[config.mk]
export PLATFORM = sky130hd
export DESIGN_NAME = fp16_pack_round_flat
export DESIGN_NICKNAME = d
export VERILOG_FILES = /design/src/rtl/fma16_pkg.sv /design/src/rtl/fp16_pack_round_if.sv /design/src/rtl/lzc22.sv /design/src/rtl/fp16_pack_round.sv /design/src/flat_wrapper.sv
export SDC_FILE = /design/constraint.sdc
export NUM_CORES = 1
export LEC_CHECK = 0
export BUFFER_PORTS_ARGS = -buffer_cell sky130_fd_sc_hd__buf_2
export CORE_UTILIZATION = 50
export DETAILED_ROUTE_END_ITERATION = 16
export PLACE_DENSITY = 0.69
export SYNTH_ARGS = -nofsm -noshare
export SYNTH_HDL_FRONTEND = slang
export SYNTH_SLANG_ARGS = --single-unit
[constraint.sdc]
create_clock -name clk -period 6.65 [get_ports clk]
set_input_delay 0.665 -clock clk [delete_from_list [all_inputs] [get_ports clk]]
set_output_delay 0.665 -clock clk [all_outputs]
set_load 0.02 [all_outputs]
[src/rtl/fma16_pkg.sv]
// Shared types and constants for the fma16 datapath (unpack / pack stages).
package fma16_pkg;

    localparam int unsigned NF   = 10;          // stored fraction width
    localparam int unsigned NE   = 5;           // stored exponent width
    localparam int unsigned MW   = 22;          // unrounded mantissa width, value in [0,4)
    localparam int unsigned EW   = 8;           // signed biased exponent width from the adder
    localparam int unsigned XW   = 10;          // internal exponent width, headroom for carries
    localparam int unsigned BIAS = 15;

    localparam logic [15:0]   QNAN    = 16'h7E00;
    localparam logic [NE-1:0] INF_EXP = 5'h1F;
    localparam logic [14:0]   MAXNORM = 15'h7BFF;

    localparam int unsigned FLAG_INVALID   = 3;
    localparam int unsigned FLAG_OVERFLOW  = 2;
    localparam int unsigned FLAG_UNDERFLOW = 1;
    localparam int unsigned FLAG_INEXACT   = 0;

    typedef enum logic [1:0] {
        RM_RZ  = 2'b00,
        RM_RNE = 2'b01,
        RM_RD  = 2'b10,
        RM_RU  = 2'b11
    } rm_e;

    // Normalized beat held between the normalize and round stages.
    typedef struct packed {
        logic          sign;
        logic [XW-1:0] exp;
        logic [MW-1:0] man;
        logic          sticky;
        logic          nan;
        logic          inf;
        logic          zero;
        logic          invalid;
        rm_e           rm;
    } s1_t;

endpackage

[src/rtl/fp16_pack_round_if.sv]
// Upstream beat and downstream result handshake bundle for fp16_pack_round.
interface fp16_pack_round_if;
    import fma16_pkg::*;

    logic          in_valid;
    logic          in_ready;
    logic          Zs;
    logic [EW-1:0] Ze;
    logic [MW-1:0] Zm;
    logic          Zsticky;
    logic          Zzero;
    logic          Zinf;
    logic          Znan;
    logic          Zinvalid;
    rm_e           rm;
    logic          out_valid;
    logic          out_ready;
    logic [15:0]   Result;
    logic [3:0]    Flags;

    modport master (
        output in_valid, Zs, Ze, Zm, Zsticky, Zzero, Zinf, Znan, Zinvalid, rm, out_ready,
        input  in_ready, out_valid, Result, Flags
    );

    modport slave (
        input  in_valid, Zs, Ze, Zm, Zsticky, Zzero, Zinf, Znan, Zinvalid, rm, out_ready,
        output in_ready, out_valid, Result, Flags
    );

endinterface

[src/rtl/lzc22.sv]
// Combinational leading-zero counter, 22 bits in; returns 22 for an all-zero input.
module lzc22 (
    input  logic [21:0] a,
    output logic [4:0]  cnt
);

    // Highest set bit wins because later iterations overwrite earlier ones.
    always_comb begin
        cnt = 5'd22;
        for (int i = 0; i < 22; i++) begin
            if (a[i]) cnt = 5'(21 - i);
        end
    end

endmodule

[src/rtl/fp16_pack_round.sv]
// fma16 output stage: normalize, round and pack into binary16 with exception flags.
module fp16_pack_round
    import fma16_pkg::*;
(
    input  logic               clk,
    input  logic               reset,
    fp16_pack_round_if.slave   bus
);

    logic          s2_en;
    logic          s1_en;

    logic          s1_valid_q, s1_valid_d;
    s1_t           s1_q, s1_d;
    logic          out_valid_q, out_valid_d;
    logic [15:0]   result_q, result_d;
    logic [3:0]    flags_q, flags_d;

    s1_t           nrm;
    logic [MW-1:0] m0;
    logic [XW-1:0] e0;
    logic          st0;
    logic [4:0]    lzc_cnt;
    logic [4:0]    lz;
    logic [XW-1:0] emax;
    logic [XW-1:0] rsh;
    logic [4:0]    shamt;
    logic [MW+23:0] wide;

    logic          lead, l_bit, g_bit, s_bit, inc;
    logic [NF-1:0] frac;
    logic [NF+1:0] sum;
    logic          carry, lead_r, ovf, inexact;
    logic [NF-1:0] frac_r;
    logic [XW-1:0] e_r;
    logic [15:0]   res;
    logic [3:0]    flg;

    assign s2_en        = ~out_valid_q | bus.out_ready;
    assign s1_en        = ~s1_valid_q | s2_en;
    assign bus.in_ready  = s1_en;
    assign bus.out_valid = out_valid_q;
    assign bus.Result    = result_q;
    assign bus.Flags     = flags_q;

    lzc22 u_lzc (
        .a   (m0),
        .cnt (lzc_cnt)
    );

    // Stage 1: fold the [2,4) case down, then left-normalize or denormalize to exponent 1.
    always_comb begin
        m0    = bus.Zm[MW-1] ? {1'b0, bus.Zm[MW-1:1]} : bus.Zm;
        e0    = {{(XW-EW){bus.Ze[EW-1]}}, bus.Ze} + XW'(bus.Zm[MW-1]);
        st0   = bus.Zsticky | (bus.Zm[MW-1] & bus.Zm[0]);
        lz    = lzc_cnt - 5'd1;     // m0[MW-1] is always clear, so count over the low 21 bits
        emax  = e0 - XW'(1);
        rsh   = XW'(1) - e0;
        shamt = '0;
        wide  = '0;

        nrm         = '0;
        nrm.sign    = bus.Zs;
        nrm.nan     = bus.Znan;
        nrm.inf     = bus.Zinf;
        nrm.zero    = bus.Zzero | (bus.Zm == '0);
        nrm.invalid = bus.Zinvalid;
        nrm.rm      = bus.rm;
        nrm.sticky  = st0;
        nrm.man     = m0;
        nrm.exp     = e0;

        if (!e0[XW-1] && (e0 != '0)) begin
            shamt   = (emax < XW'(lz)) ? emax[4:0] : lz;
            nrm.man = m0 << shamt;
            nrm.exp = e0 - XW'(shamt);
        end else begin
            if (rsh > XW'(24)) rsh = XW'(24);
            wide       = {m0, 24'b0} >> rsh;
            nrm.man    = wide[MW+23:24];
            nrm.sticky = st0 | (|wide[23:0]);
            nrm.exp    = XW'(1);
        end
    end

    // Stage 1 register load: advance whenever the slot is empty or stage 2 drains.
    always_comb begin
        s1_valid_d = s1_valid_q;
        s1_d       = s1_q;
        if (s1_en) begin
            s1_valid_d = bus.in_valid;
            s1_d       = nrm;
        end
    end

    // Stage 2: round by mode, detect overflow/underflow, then let specials override.
    always_comb begin
        lead  = |s1_q.man[MW-1:MW-2];   // bit MW-1 is always clear after normalization
        frac  = s1_q.man[MW-3 -: NF];
        l_bit = frac[0];
        g_bit = s1_q.man[MW-3-NF];
        s_bit = (|s1_q.man[MW-4-NF:0]) | s1_q.sticky;

        inc = 1'b0;
        case (s1_q.rm)
            RM_RZ:   inc = 1'b0;
            RM_RNE:  inc = g_bit & (l_bit | s_bit);
            RM_RD:   inc = s1_q.sign & (g_bit | s_bit);
            RM_RU:   inc = ~s1_q.sign & (g_bit | s_bit);
            default: inc = 1'b0;
        endcase

        sum     = (NF+2)'({lead, frac}) + (NF+2)'(inc);
        carry   = sum[NF+1];
        lead_r  = carry | sum[NF];
        frac_r  = carry ? '0 : sum[NF-1:0];
        e_r     = s1_q.exp + XW'(carry);
        ovf     = lead_r & (e_r >= XW'(2*BIAS + 1));
        inexact = g_bit | s_bit | ovf;

        res = lead_r ? {s1_q.sign, e_r[NE-1:0], frac_r} : {s1_q.sign, NE'(0), frac_r};
        flg = '0;
        flg[FLAG_INEXACT]   = inexact;
        flg[FLAG_UNDERFLOW] = ~lead_r & inexact;

        if (ovf) begin
            flg[FLAG_OVERFLOW] = 1'b1;
            case (s1_q.rm)
                RM_RNE:  res = {s1_q.sign, INF_EXP, NF'(0)};
                RM_RZ:   res = {s1_q.sign, MAXNORM};
                RM_RU:   res = s1_q.sign ? {1'b1, MAXNORM} : {1'b0, INF_EXP, NF'(0)};
                RM_RD:   res = s1_q.sign ? {1'b1, INF_EXP, NF'(0)} : {1'b0, MAXNORM};
                default: res = {s1_q.sign, INF_EXP, NF'(0)};
            endcase
        end

        if (s1_q.nan) begin
            res = QNAN;
            flg = '0;
        end else if (s1_q.inf) begin
            res = {s1_q.sign, INF_EXP, NF'(0)};
            flg = '0;
        end else if (s1_q.zero) begin
            res = {s1_q.sign, 15'h0000};
            flg = '0;
        end
        flg[FLAG_INVALID] = s1_q.invalid;
    end

    // Output register load: hold while the consumer stalls a valid result.
    always_comb begin
        out_valid_d = out_valid_q;
        result_d    = result_q;
        flags_d     = flags_q;
        if (s2_en) begin
            out_valid_d = s1_valid_q;
            if (s1_valid_q) begin
                result_d = res;
                flags_d  = flg;
            end
        end
    end

    // Pipeline state; reset discards every in-flight beat.
    always_ff @(posedge clk) begin
        if (reset) begin
            s1_valid_q  <= 1'b0;
            s1_q        <= '0;
            out_valid_q <= 1'b0;
            result_q    <= 16'h0000;
            flags_q     <= 4'h0;
        end else begin
            s1_valid_q  <= s1_valid_d;
            s1_q        <= s1_d;
            out_valid_q <= out_valid_d;
            result_q    <= result_d;
            flags_q     <= flags_d;
        end
    end

endmodule

[src/flat_wrapper.sv]
// flat-port wrapper written by rule: the top's interface ports become plain ports
module fp16_pack_round_flat import fma16_pkg::*;
  (clk, reset, bus_in_valid, bus_Zs, bus_Ze, bus_Zm, bus_Zsticky, bus_Zzero, bus_Zinf, bus_Znan, bus_Zinvalid, bus_rm, bus_out_ready, bus_in_ready, bus_out_valid, bus_Result, bus_Flags);
  fp16_pack_round_if bus_i ();
  input  logic clk;
  input  logic reset;
  input wire logic [$bits(bus_i.in_valid)-1:0] bus_in_valid;
  input wire logic [$bits(bus_i.Zs)-1:0] bus_Zs;
  input wire logic [$bits(bus_i.Ze)-1:0] bus_Ze;
  input wire logic [$bits(bus_i.Zm)-1:0] bus_Zm;
  input wire logic [$bits(bus_i.Zsticky)-1:0] bus_Zsticky;
  input wire logic [$bits(bus_i.Zzero)-1:0] bus_Zzero;
  input wire logic [$bits(bus_i.Zinf)-1:0] bus_Zinf;
  input wire logic [$bits(bus_i.Znan)-1:0] bus_Znan;
  input wire logic [$bits(bus_i.Zinvalid)-1:0] bus_Zinvalid;
  input wire logic [$bits(bus_i.rm)-1:0] bus_rm;
  input wire logic [$bits(bus_i.out_ready)-1:0] bus_out_ready;
  output wire logic [$bits(bus_i.in_ready)-1:0] bus_in_ready;
  output wire logic [$bits(bus_i.out_valid)-1:0] bus_out_valid;
  output wire logic [$bits(bus_i.Result)-1:0] bus_Result;
  output wire logic [$bits(bus_i.Flags)-1:0] bus_Flags;
  assign bus_i.in_valid = bus_in_valid;
  assign bus_i.Zs = bus_Zs;
  assign bus_i.Ze = bus_Ze;
  assign bus_i.Zm = bus_Zm;
  assign bus_i.Zsticky = bus_Zsticky;
  assign bus_i.Zzero = bus_Zzero;
  assign bus_i.Zinf = bus_Zinf;
  assign bus_i.Znan = bus_Znan;
  assign bus_i.Zinvalid = bus_Zinvalid;
  assign bus_i.rm = bus_rm;
  assign bus_i.out_ready = bus_out_ready;
  assign bus_in_ready = bus_i.in_ready;
  assign bus_out_valid = bus_i.out_valid;
  assign bus_Result = bus_i.Result;
  assign bus_Flags = bus_i.Flags;
  fp16_pack_round u_core (.clk(clk), .reset(reset), .bus(bus_i));
endmodule
==> metrics.yaml, run 1 <==
antenna_found_initial: 0
grt_pass1_vias: 7122
io_pins: 64
fp.dieH_um: 120
finalCriticalPeriod_ns: 5.98
synth.ff_latch_count: 62
die_w_um: 120
number_of_endpoints_with_negative_hold_slack_in_the_final_report: 0
critical_path.startpoint_type: "primary input"
clkSlewWorstSetupHoldPaths_ns: 0.05
fin_total_pwr_mw: 1.54
globalplace.congestion: 0.959
wl_per_cell_um: 18.2
result_of_the_run: "finished clean"
number_of_post_cts_setup_repair_buffers: 0
endpoint_kind: "flop"
dominantRegCellSynth: "dfxtp_1"
synthesis.nets: 1048
number_of_diodes_added_for_antenna_fixing: 0
ys_types: 93
maxCapViolCount: 0
synth_seq_area_share_pct: 17.8
ctsHtreeMaxLevel: 3
drive_gt1_share_pct: 14.5
synth_edf_count: 0
port-buffer-count: 63
worst_ep_required_time_ns: 6.89
ctsRootBufferMaster: "clkbuf_16"
n_fill_cell: 1340
num-nets-final: 1077
drtIter0Drc: 718
timing_worst_slew_pin_value_ns: 0.966
final.setup_skew_ns: 0.00626
p_leak_nw: 3.05
final.period_utilization_pct: 89.9
post_synth.cell_area_avg_um2: 7.04
timing.final.setup_violations: 0
setup-tns-final_ns: 0
route.detailed.drc: 0
via_per_inst: 6.37
syn2layout_area_growth_pct: 10.6
hp-class: "reg2reg"
fp-row-count: 42
hold_path.startpoint: "u_core.bus.Flags[2]"
die_area_mm2: 0.0144
power.density_mw_per_mm2: 200
worstSkewPairLatency_ns: 0.33
cts_num_sinks: 62
critPathKind: "in2reg"
hpwl_um: 16300
routed_via_count: 7649
worst_slew_margin_rel_pct: 33.8
most-common-layout-cells: "116 x nand2_1, 104 x nor2_1, 96 x a21oi_1"
tritoncts: "done"
globalRoute.totalOverflow: 0
layout_commonest_cell: "nand2_1"
cp.arrival_ns: 6.22
max_clock_freq_mhz: 167
initial_utilization_pct: 52.0
postSynth.asyncResetShare_pct: 0
synth_cells: 990
irDropWorstVdd_v: 0.000146
clock_tree.buffer_depth: 2
crit-reg2reg-launch: "u_core.s1_q[6]"
placeableCoreArea_mm2: 0.0134
syn_area_mm2: 0.00697
groute.usage.overall_pct: 30.6
maximum_number_of_pins_on_one_net_before_global_route_repair: 61
wire_length_of_the_first_global_routing_pass_um: 35500
grt_setup_unrepaired: "no"
finalWirelength_um: 21900
antenna_violating_nets_post_route: 0
drt-pass1-iter-count: 5
critical_path.max_fanout: 18
ys_warn_count: 0
holdBufCountCts: 0
timing.final.max_slew_violations: 0
critPathLaunch: "bus_Zm[21]"
cts_made_buffers: 9
cts_resized: 0
-- synth_stat cells (all sizes together) (13+ instances only) --
cell	number	area [um^2]
a211oi	13	97.6
a21oi	96	480
a31oi	14	87.6
buf	18	106
clkbuf	48	181
dfxtp	62	1240
ha	16	200
inv	26	97.6
mux2	21	240
mux2i	57	633
nand2	116	435
nand2b	16	100
nand3	41	218
nor2	105	397
nor2b	13	81.3
nor3	47	240
o211ai	13	103
o21ai	66	334
xnor2	19	174
-- registers in the layout, indices dropped and copies added, names as in the netlist --
name and flops:
u_core.bus.Flags 4, u_core.bus.Result 16, u_core.bus.out_valid 1, u_core.flg 1, u_core.frac 10, u_core.g_bit 1
u_core.s1_q 28, u_core.s1_valid_q 1
-- worst max-delay path, cell delays in order --
cell       delay, ns
buf_2           0.35
mux2_2          0.42
nor4_2          0.37
nor3b_1         0.24
a21o_1          0.23
nand2b_1        0.08
ha_1            0.23
a2111oi_0       0.38
a21oi_1         0.15
ha_1            0.31
nand3_1         0.13
a311oi_1        0.41
o211ai_2        0.21
a31o_1          0.36
nand2_1         0.35
mux2i_1         0.41
mux2i_1         0.19
o21ai_2         0.28
a22oi_1         0.13
a311oi_1        0.30
-- layer usage --
layer	track usage [%]	routed length, um	up-vias
met4	10.9	561	0
met3	5.85	1820	51
met2	47.8	9640	324
met1	41.6	9870	3549
met5	0	0	-
li1	-	-	3725
-- power by group --
part	total, mW	leakage, nW	switching (mW)	internal (mW)
combinational	0.601	2.38	0.375	0.225
clock	0.518	0.162	0.170	0.348
sequential	0.423	0.508	0.0227	0.400
total	1.54	3.05	0.568	0.973
-- area by class of cell --
type	count	area [um^2]	area share (%)
clock inverters	5	81.3	1.05
repair buffers	84	473	6.13
clock buffers	11	253	3.28
flip-flops and latches	62	1240	16.1
well taps	176	220	2.86
inverters	28	105	1.36
multi-input cells	834	5340	69.2
-- kinds of logic (layout without fill, tap and decap cells) --
logic type	after synthesis	in the layout	synth area share [%]
adders and majority gates	17	17	3.01
buffers and inverters	94	128	5.63
DFF	62	62	17.8
muxes	81	81	13.5
and+or+nand+nor	401	401	27.4
AOI/OAI and AO/OA	304	304	28.4
xor gates and xnor gates	31	31	4.20
-- through the flow --
| stage | setup slack, ns | hold WS (ns) | cell area (um^2) | std cells | utilization (%) |
|---|---|---|---|---|---|
| 2_1_floorplan | 1.01 | 0.432 | 6970 | 990 | - |
| 3_5_place_dp | 0.406 | 0.440 | 7380 | 1184 | 55.1 |
| 3_3_place_gp | 0.626 | 0.439 | 7380 | 1184 | 55.1 |
| 4_1_cts | 0.737 | 0.448 | 7710 | 1200 | 57.6 |
| 6_report | 0.673 | 0.448 | 7710 | 1200 | 57.6 |
| 5_1_grt | 0.272 | 0.471 | 7710 | 1200 | 57.6 |
-- worst paths after layout --
kind	slack (ns)	depth (start not counted)	endpoint
setup / recovery	0.67	20	u_core.frac[2]
hold / removal	0.45	2	u_core.bus.Flags[2]
setup reg to reg	1.57	22	u_core.bus.Result[8]
hold reg to reg	0.45	2	u_core.bus.Flags[2]
No activity file was read; power rests on OpenSTA's default activity.
==> inputs of run 2 (changes only) <==
Settings changed: PLACE_DENSITY 0.69 to 0.72.
Clock period 6.65 ns to 5.34 ns, I/O delays scaled along.
==> metrics.yaml, run 2 (synthesized netlist as in run 1, its figures left out) <==
result_of_the_run: "finished clean"
routed_via_count: 7917  # +3.5%
ctsHtreeMaxLevel: 3  # unchanged
placement.cell_area_mm2: 0.00775  # +5.1%
ctsRootBufferMaster: "clkbuf_16"
globalplace.congestion: 0.992  # +3.4%
placeableCoreArea_mm2: 0.0134  # unchanged
drt-pass1-iter-count: 5  # unchanged
drive_gt1_share_pct: 18.2  # +3.7 points
final_core_util_pct: 60.3  # +2.8 points
tritoncts: "done"
timing_worst_slew_pin_value_ns: 1.08  # +0.115 ns
crit_slowest_cell: "mux2_2"
regArea_mm2: 0.00124  # unchanged
timing.final.max_slew_violations: 0  # unchanged
timing.final.setup_violations: 0  # unchanged
n_fill_cell: 1310  # -2.2%
dpl.cell_count: 1224  # +3.4%
drtIter0Drc: 871  # +21%
grt_setup_unrepaired: "yes"
power.density_mw_per_mm2: 243  # +21%
num-nets-final: 1117  # +3.7%
most-common-layout-cells: "115 x nand2_1, 104 x nor2_1, 96 x a21oi_1"
worst-r2r-cell-count: 23  # +4.5%
hp-class: "reg2reg"
die_w_um: 120  # unchanged
critPathLaunch: "bus_Zm[21]"
number_of_endpoints_with_negative_hold_slack_in_the_final_report: 0  # unchanged
finalWirelength_um: 22900  # +4.6%
die_area_mm2: 0.0144  # unchanged
critPathKind: "in2reg"
initial_utilization_pct: 52.0  # unchanged
worst_slew_margin_rel_pct: 25.9  # -7.9 points
number_of_diodes_added_for_antenna_fixing: 0  # unchanged
antenna_found_initial: 0  # unchanged
hold_worst_path_end: "u_core.bus.Result[4]"
largest_register_by_flop_count: "u_core.s1_q"
worst_ep_required_time_ns: 5.59  # -1.30 ns
io_pins: 64  # unchanged
fp-row-count: 42  # unchanged
maxCapViolCount: 0  # unchanged
power_switching_share_pct: 36.1  # -0.71 points
layout_commonest_cell: "nand2_1"
power.net_switching_mw: 0.709  # +25%
grt_pass1_vias: 7193  # +1.0%
fp.dieH_um: 120  # unchanged
max_clock_freq_mhz: 201
p_leak_nw: 3.26  # +6.9%
internal_power_mw: 1.25  # +29%
cp_cell_sequence: "buf_2, mux2_2, nor4_4, nor3b_2, a21o_1, nand2b_1, ha_1, a2111oi_1, a21oi_1, ha_1, nand3_2, a311oi_2, o211ai_2, nand3_4, buf_4, mux2i_1, inv_1, ha_1, nand2b_1, nor3_1, nand2_1, a31oi_1"
clock_tree.buffer_depth: 2  # unchanged
port-buffer-count: 63  # unchanged
cts_made_buffers: 9  # unchanged
stdcell_area_mm2: 0.00809  # +4.8%
r2r_setup_slack_ns: 0.85  # -0.72 ns
fin_total_pwr_mw: 1.96  # +27%
crit-reg2reg-launch: "u_core.s1_q[12]"
setup-tns-final_ns: 0  # unchanged
via_per_inst: 6.39  # +0.25%
hold_depth: 2  # unchanged
holdBufCountCts: 0  # unchanged
worstReg2RegEnd: "u_core.bus.Result[9]"
hold_path.startpoint: "u_core.bus.Result[4]"
syn2layout_area_growth_pct: 16.0
critical_path.top_delay_family: "simple AND/OR/NAND/NOR gates"
worstSkewPairLatency_ns: 0.33  # about the same
crit_path_frequent_cell: "ha_1"
maximum_number_of_pins_on_one_net_before_global_route_repair: 36  # -41%
critical_path.startpoint_type: "primary input"
final-instance-count-excl-fill: 1239  # +3.3%
area_used_by_multi_input_combinational_logic_mm2: 0.00538  # +0.84%
irDropWorstVdd_v: 0.000197  # +35%
route.detailed.drc: 0  # unchanged
globalRoute.totalOverflow: 0  # unchanged
groute.usage.overall_pct: 32.0  # +1.4 points
wire_length_of_the_first_global_routing_pass_um: 36800  # +3.5%
final.period_utilization_pct: 93.2
wl_per_cell_um: 18.5  # +1.3%
share_seq_of_total_power_pct: 26.8  # -0.6 points
endpoint_kind: "flop"
critical_path.max_fanout: 5  # -13
antenna_violating_nets_post_route: 0  # unchanged
cts_num_sinks: 62  # unchanged
final.setup_skew_ns: 0.00887  # +0.00261 ns
cp.arrival_ns: 5.23  # -0.99 ns
hpwl_um: 17500  # +7.6%
worst_path_largest_cell_delay_ns: 0.40  # -0.02 ns
postLayoutSetupSlackWorst_ns: 0.361  # -0.313 ns
hold-worst-slack_ns: 0.448  # +0.000533 ns
largest_reg_flops: 28  # unchanged
finalCriticalPeriod_ns: 4.98
critical_path_buf_inv_count: 3  # +2
power_frac_comb_pct: 41.4  # +2.4 points
clkSlewWorstSetupHoldPaths_ns: 0.05  # about the same
clock_power_share_pct: 31.8  # -1.8 points
detailedPlace.worstSlack_ns: 0.0488  # -0.357 ns
-- run 2: cell count changes in the layout (fill, tap and decap cells not counted), sizes merged --
cell and delta:
clkbuf +1, clkinv -2, buf +40
-- run 2: power groups by stage --
stage / Sequential [mW] / Combinational, mW / Clock [mW]
6_report: 0.526 / 0.811 / 0.624
5_1_grt: 0.531 / 0.877 / 0.653
4_1_cts: 0.526 / 0.790 / 0.630
3_5_place_dp: 0.534 / 0.786 / 0
3_3_place_gp: 0.534 / 0.783 / 0
2_1_floorplan: 0.537 / 0.539 / 0
-- run 2: final cells by class --
type                       instances  area share (%)
tap                              176            2.72
inverter                          28            1.30
timing repair buffer             124            10.0
clock buffer                      12            3.17
sequential                        62            15.4
multi-input combinational        834            66.6
clock inverter                     3           0.836
-- run 2: worst reg2reg max path: stages, from the launching register on --
cell and delay [ns]:
dfxtp_1 0.34, nor4_1 0.06, nand3_1 0.16, o21ai_0 0.10
a211oi_1 0.30, ha_1 0.24, nand3_1 0.12, nor2_1 0.25
nand2_1 0.12, nor2_1 0.17, and3_1 0.36, ha_1 0.25
ha_1 0.20, nand3_1 0.15, nor2_1 0.13, nand2_1 0.06
o41ai_1 0.06, and4_1 0.38, nor2_1 0.08, buf_4 0.18
and2_1 0.15, nor4_1 0.32, nor3_1 0.08, nor3_1 0.17
-- run 2: worst max-delay path by stage --
stage / end / slack [ns] / depth (start not counted)
global placement: u_core.s1_q[28] / 0.20 / 20
floorplan: u_core.s1_q[34] / 0.04 / 24
CTS: u_core.s1_q[36] / 0.37 / 22
global route: u_core.s1_q[36] / -0.02 / 22
finish: u_core.s1_q[36] / 0.36 / 22
detailed placement: u_core.s1_q[36] / 0.05 / 22
-- run 2: what timing repair did --
action	4_1_cts	5_1_grt
buffers inserted	0	0
resized for setup	0	2
setup endpoints to repair	0	4
-- run 2: layer usage --
metal  part of all wire [%]  global-route usage [%]  up-vias
met2                     45                    49.9      373
met1                     44                    44.2     3710
met3                    9.4                    6.51       40
met4                    2.1                    8.75        0
li1                       -                       -     3794
met5                      0                       0        -
==> inputs of run 3 (changes only) <==
Settings changed: CTS_BUF_LIST set to sky130_fd_sc_hd__clkbuf_8.
==> metrics.yaml, run 3 (synthesized netlist as in run 1, its figures left out) <==
hold-worst-slack_ns: 0.411  # -0.0372 ns
globalplace.congestion: 0.992  # unchanged
number_of_endpoints_with_negative_hold_slack_in_the_final_report: 0  # unchanged
worstReg2RegEnd: "u_core.bus.Result[3]"
hpwl_um: 17500  # unchanged
grt_pass1_vias: 7131  # -0.86%
critical_path_buf_inv_count: 1  # -2
via_per_inst: 6.42  # +0.51%
crit_slowest_cell: "mux2_2"
cp_cell_sequence: "buf_2, mux2_2, nor4_4, nor3b_2, a21o_1, nand2b_1, ha_1, a2111oi_1, a21oi_1, ha_1, nand3_2, a311oi_2, o211ai_2, a31o_1, and2_4, mux2i_1, mux2_2, mux2_2, a311o_1, a22o_1"
num-nets-final: 1117  # unchanged
die_w_um: 120  # unchanged
wire_length_of_the_first_global_routing_pass_um: 36600  # -0.47%
hold_path.startpoint: "bus_in_valid"
fin_total_pwr_mw: 1.79  # -8.5%
p_leak_nw: 3.22  # -1.3%
io_pins: 64  # unchanged
critical_path.startpoint_type: "primary input"
cts_made_buffers: 9  # unchanged
worstSkewPairLatency_ns: 0.35  # +0.02 ns
initial_utilization_pct: 52.0  # unchanged
groute.usage.overall_pct: 31.8  # -0.14 points
routed_via_count: 7957  # +0.51%
placement.cell_area_mm2: 0.00775  # unchanged
crit-reg2reg-launch: "u_core.s1_q[12]"
layout_commonest_cell: "nand2_1"
clock_tree.buffer_depth: 2  # unchanged
hold_depth: 3  # +1
placeableCoreArea_mm2: 0.0134  # unchanged
finalWirelength_um: 22800  # -0.53%
worst_path_largest_cell_delay_ns: 0.40  # about the same
maximum_number_of_pins_on_one_net_before_global_route_repair: 36  # unchanged
crit_path_frequent_cell: "mux2_2"
port-buffer-count: 63  # unchanged
tritoncts: "done"
max_clock_freq_mhz: 201  # +0.31%
maxCapViolCount: 0  # unchanged
stdcell_area_mm2: 0.00798  # -1.3%
route.detailed.drc: 0  # unchanged
antenna_violating_nets_post_route: 0  # unchanged
number_of_post_cts_setup_repair_buffers: 0  # unchanged
worst-r2r-cell-count: 24  # +4.3%
fp.dieH_um: 120  # unchanged
drt-pass1-iter-count: 5  # unchanged
timing.final.setup_violations: 0  # unchanged
critPathKind: "in2reg"
ctsHtreeMaxLevel: 3  # unchanged
die_area_mm2: 0.0144  # unchanged
syn2layout_area_growth_pct: 14.5
final.setup_skew_ns: 0.0103  # +0.00144 ns
most-common-layout-cells: "115 x nand2_1, 104 x nor2_1, 96 x a21oi_1"
drive_gt1_share_pct: 18.2  # unchanged
cp.arrival_ns: 5.20  # -0.03 ns
cts_num_sinks: 62  # unchanged
grt_setup_unrepaired: "no"
drtIter0Drc: 851  # -2.3%
largest_reg_flops: 28  # unchanged
antenna_found_initial: 0  # unchanged
finalCriticalPeriod_ns: 4.96  # -0.0155 ns
critical_path.max_fanout: 7  # +2
clkSlewWorstSetupHoldPaths_ns: 0.07  # +0.02 ns
irDropWorstVdd_v: 0.000161  # -18%
fp-row-count: 42  # unchanged
power.density_mw_per_mm2: 225  # -7.3%
ctsRootBufferMaster: "clkbuf_8"
number_of_diodes_added_for_antenna_fixing: 0  # unchanged
timing_worst_slew_pin_value_ns: 1.07  # -0.0121 ns
largest_register_by_flop_count: "u_core.s1_q"
hp-class: "in2reg"
wl_per_cell_um: 18.4  # -0.53%
worst_slew_margin_rel_pct: 26.8  # +0.83 points
setup-tns-final_ns: 0  # unchanged
final.period_utilization_pct: 93.0  # -0.29 points
r2r_setup_slack_ns: 0.83  # -0.02 ns
worst_ep_required_time_ns: 5.58  # about the same
timing.final.max_slew_violations: 0  # unchanged
critical_path.top_delay_family: "compound AO/OA/AOI/OAI gates"
hold_worst_path_end: "u_core.s1_valid_q"
endpoint_kind: "flop"
globalRoute.totalOverflow: 0  # unchanged
result_of_the_run: "finished clean"
==> run 3: changes by cell type in the layout (fill, tap and decap cells not counted), sizes merged <==
cell    delta
inv        +1
clkbuf     -1
==> run 3: timing repair <==
action | 4_1_cts | 5_1_grt
endpoints found under the setup margin | 0 | 3
gates resized for setup | 0 | 2
hold buffers | 0 | 0
==> run 3: how the worst max path moves through the flow <==
stage | endpoint | startpoint | cells past startpoint | slack [ns]
global route | u_core.s1_q[36] | bus_Zm[21] | 22 | 0.007
floorplan | u_core.s1_q[34] | bus_Zm[21] | 24 | 0.04
CTS | u_core.s1_q[36] | bus_Zm[21] | 22 | 0.40
global placement | u_core.s1_q[28] | bus_Zm[21] | 20 | 0.20
finish | u_core.s1_q[28] | bus_Zm[21] | 20 | 0.38
detailed placement | u_core.s1_q[36] | bus_Zm[21] | 22 | 0.05
==> run 3: metrics by stage <==
step	setup WS (ns)	instances	utilization, %
6_report	0.376	1239	59.6
5_1_grt	0.00723	1239	59.6
4_1_cts	0.399	1239	59.5
3_5_place_dp	0.0488	1224	57.9
3_3_place_gp	0.200	1224	57.9
2_1_floorplan	0.0430	990	-
==> run 3: cell type report <==
type | instances | area, um^2
Fill cell | 1334 | 5420
Clock inverter | 4 | 71.3
Sequential cell | 62 | 1240
Clock buffer | 11 | 151
Inverter | 28 | 105
Tap cell | 176 | 220
Multi-Input combinational cell | 834 | 5380
Timing Repair Buffer | 124 | 811
==> run 3: worst min-delay path: stages <==
cell    delay [ns]
buf_2         0.08
nor2_1        0.04
nor2_1        0.07
==> run 3: metal layers <==
metal | track usage (%) | up-vias | wire [um]
met4 | 8.75 | 0 | 508
met2 | 49.8 | 383 | 10200
met3 | 6.23 | 51 | 2110
li1 | - | 3799 | -
met5 | 0 | - | 0
met1 | 44.1 | 3724 | 9970
==> run 3: power by group <==
group	internal (mW)	switching, mW
Combinational	0.323	0.487
Sequential	0.497	0.0281
Clock	0.284	0.175
Total	1.10	0.690
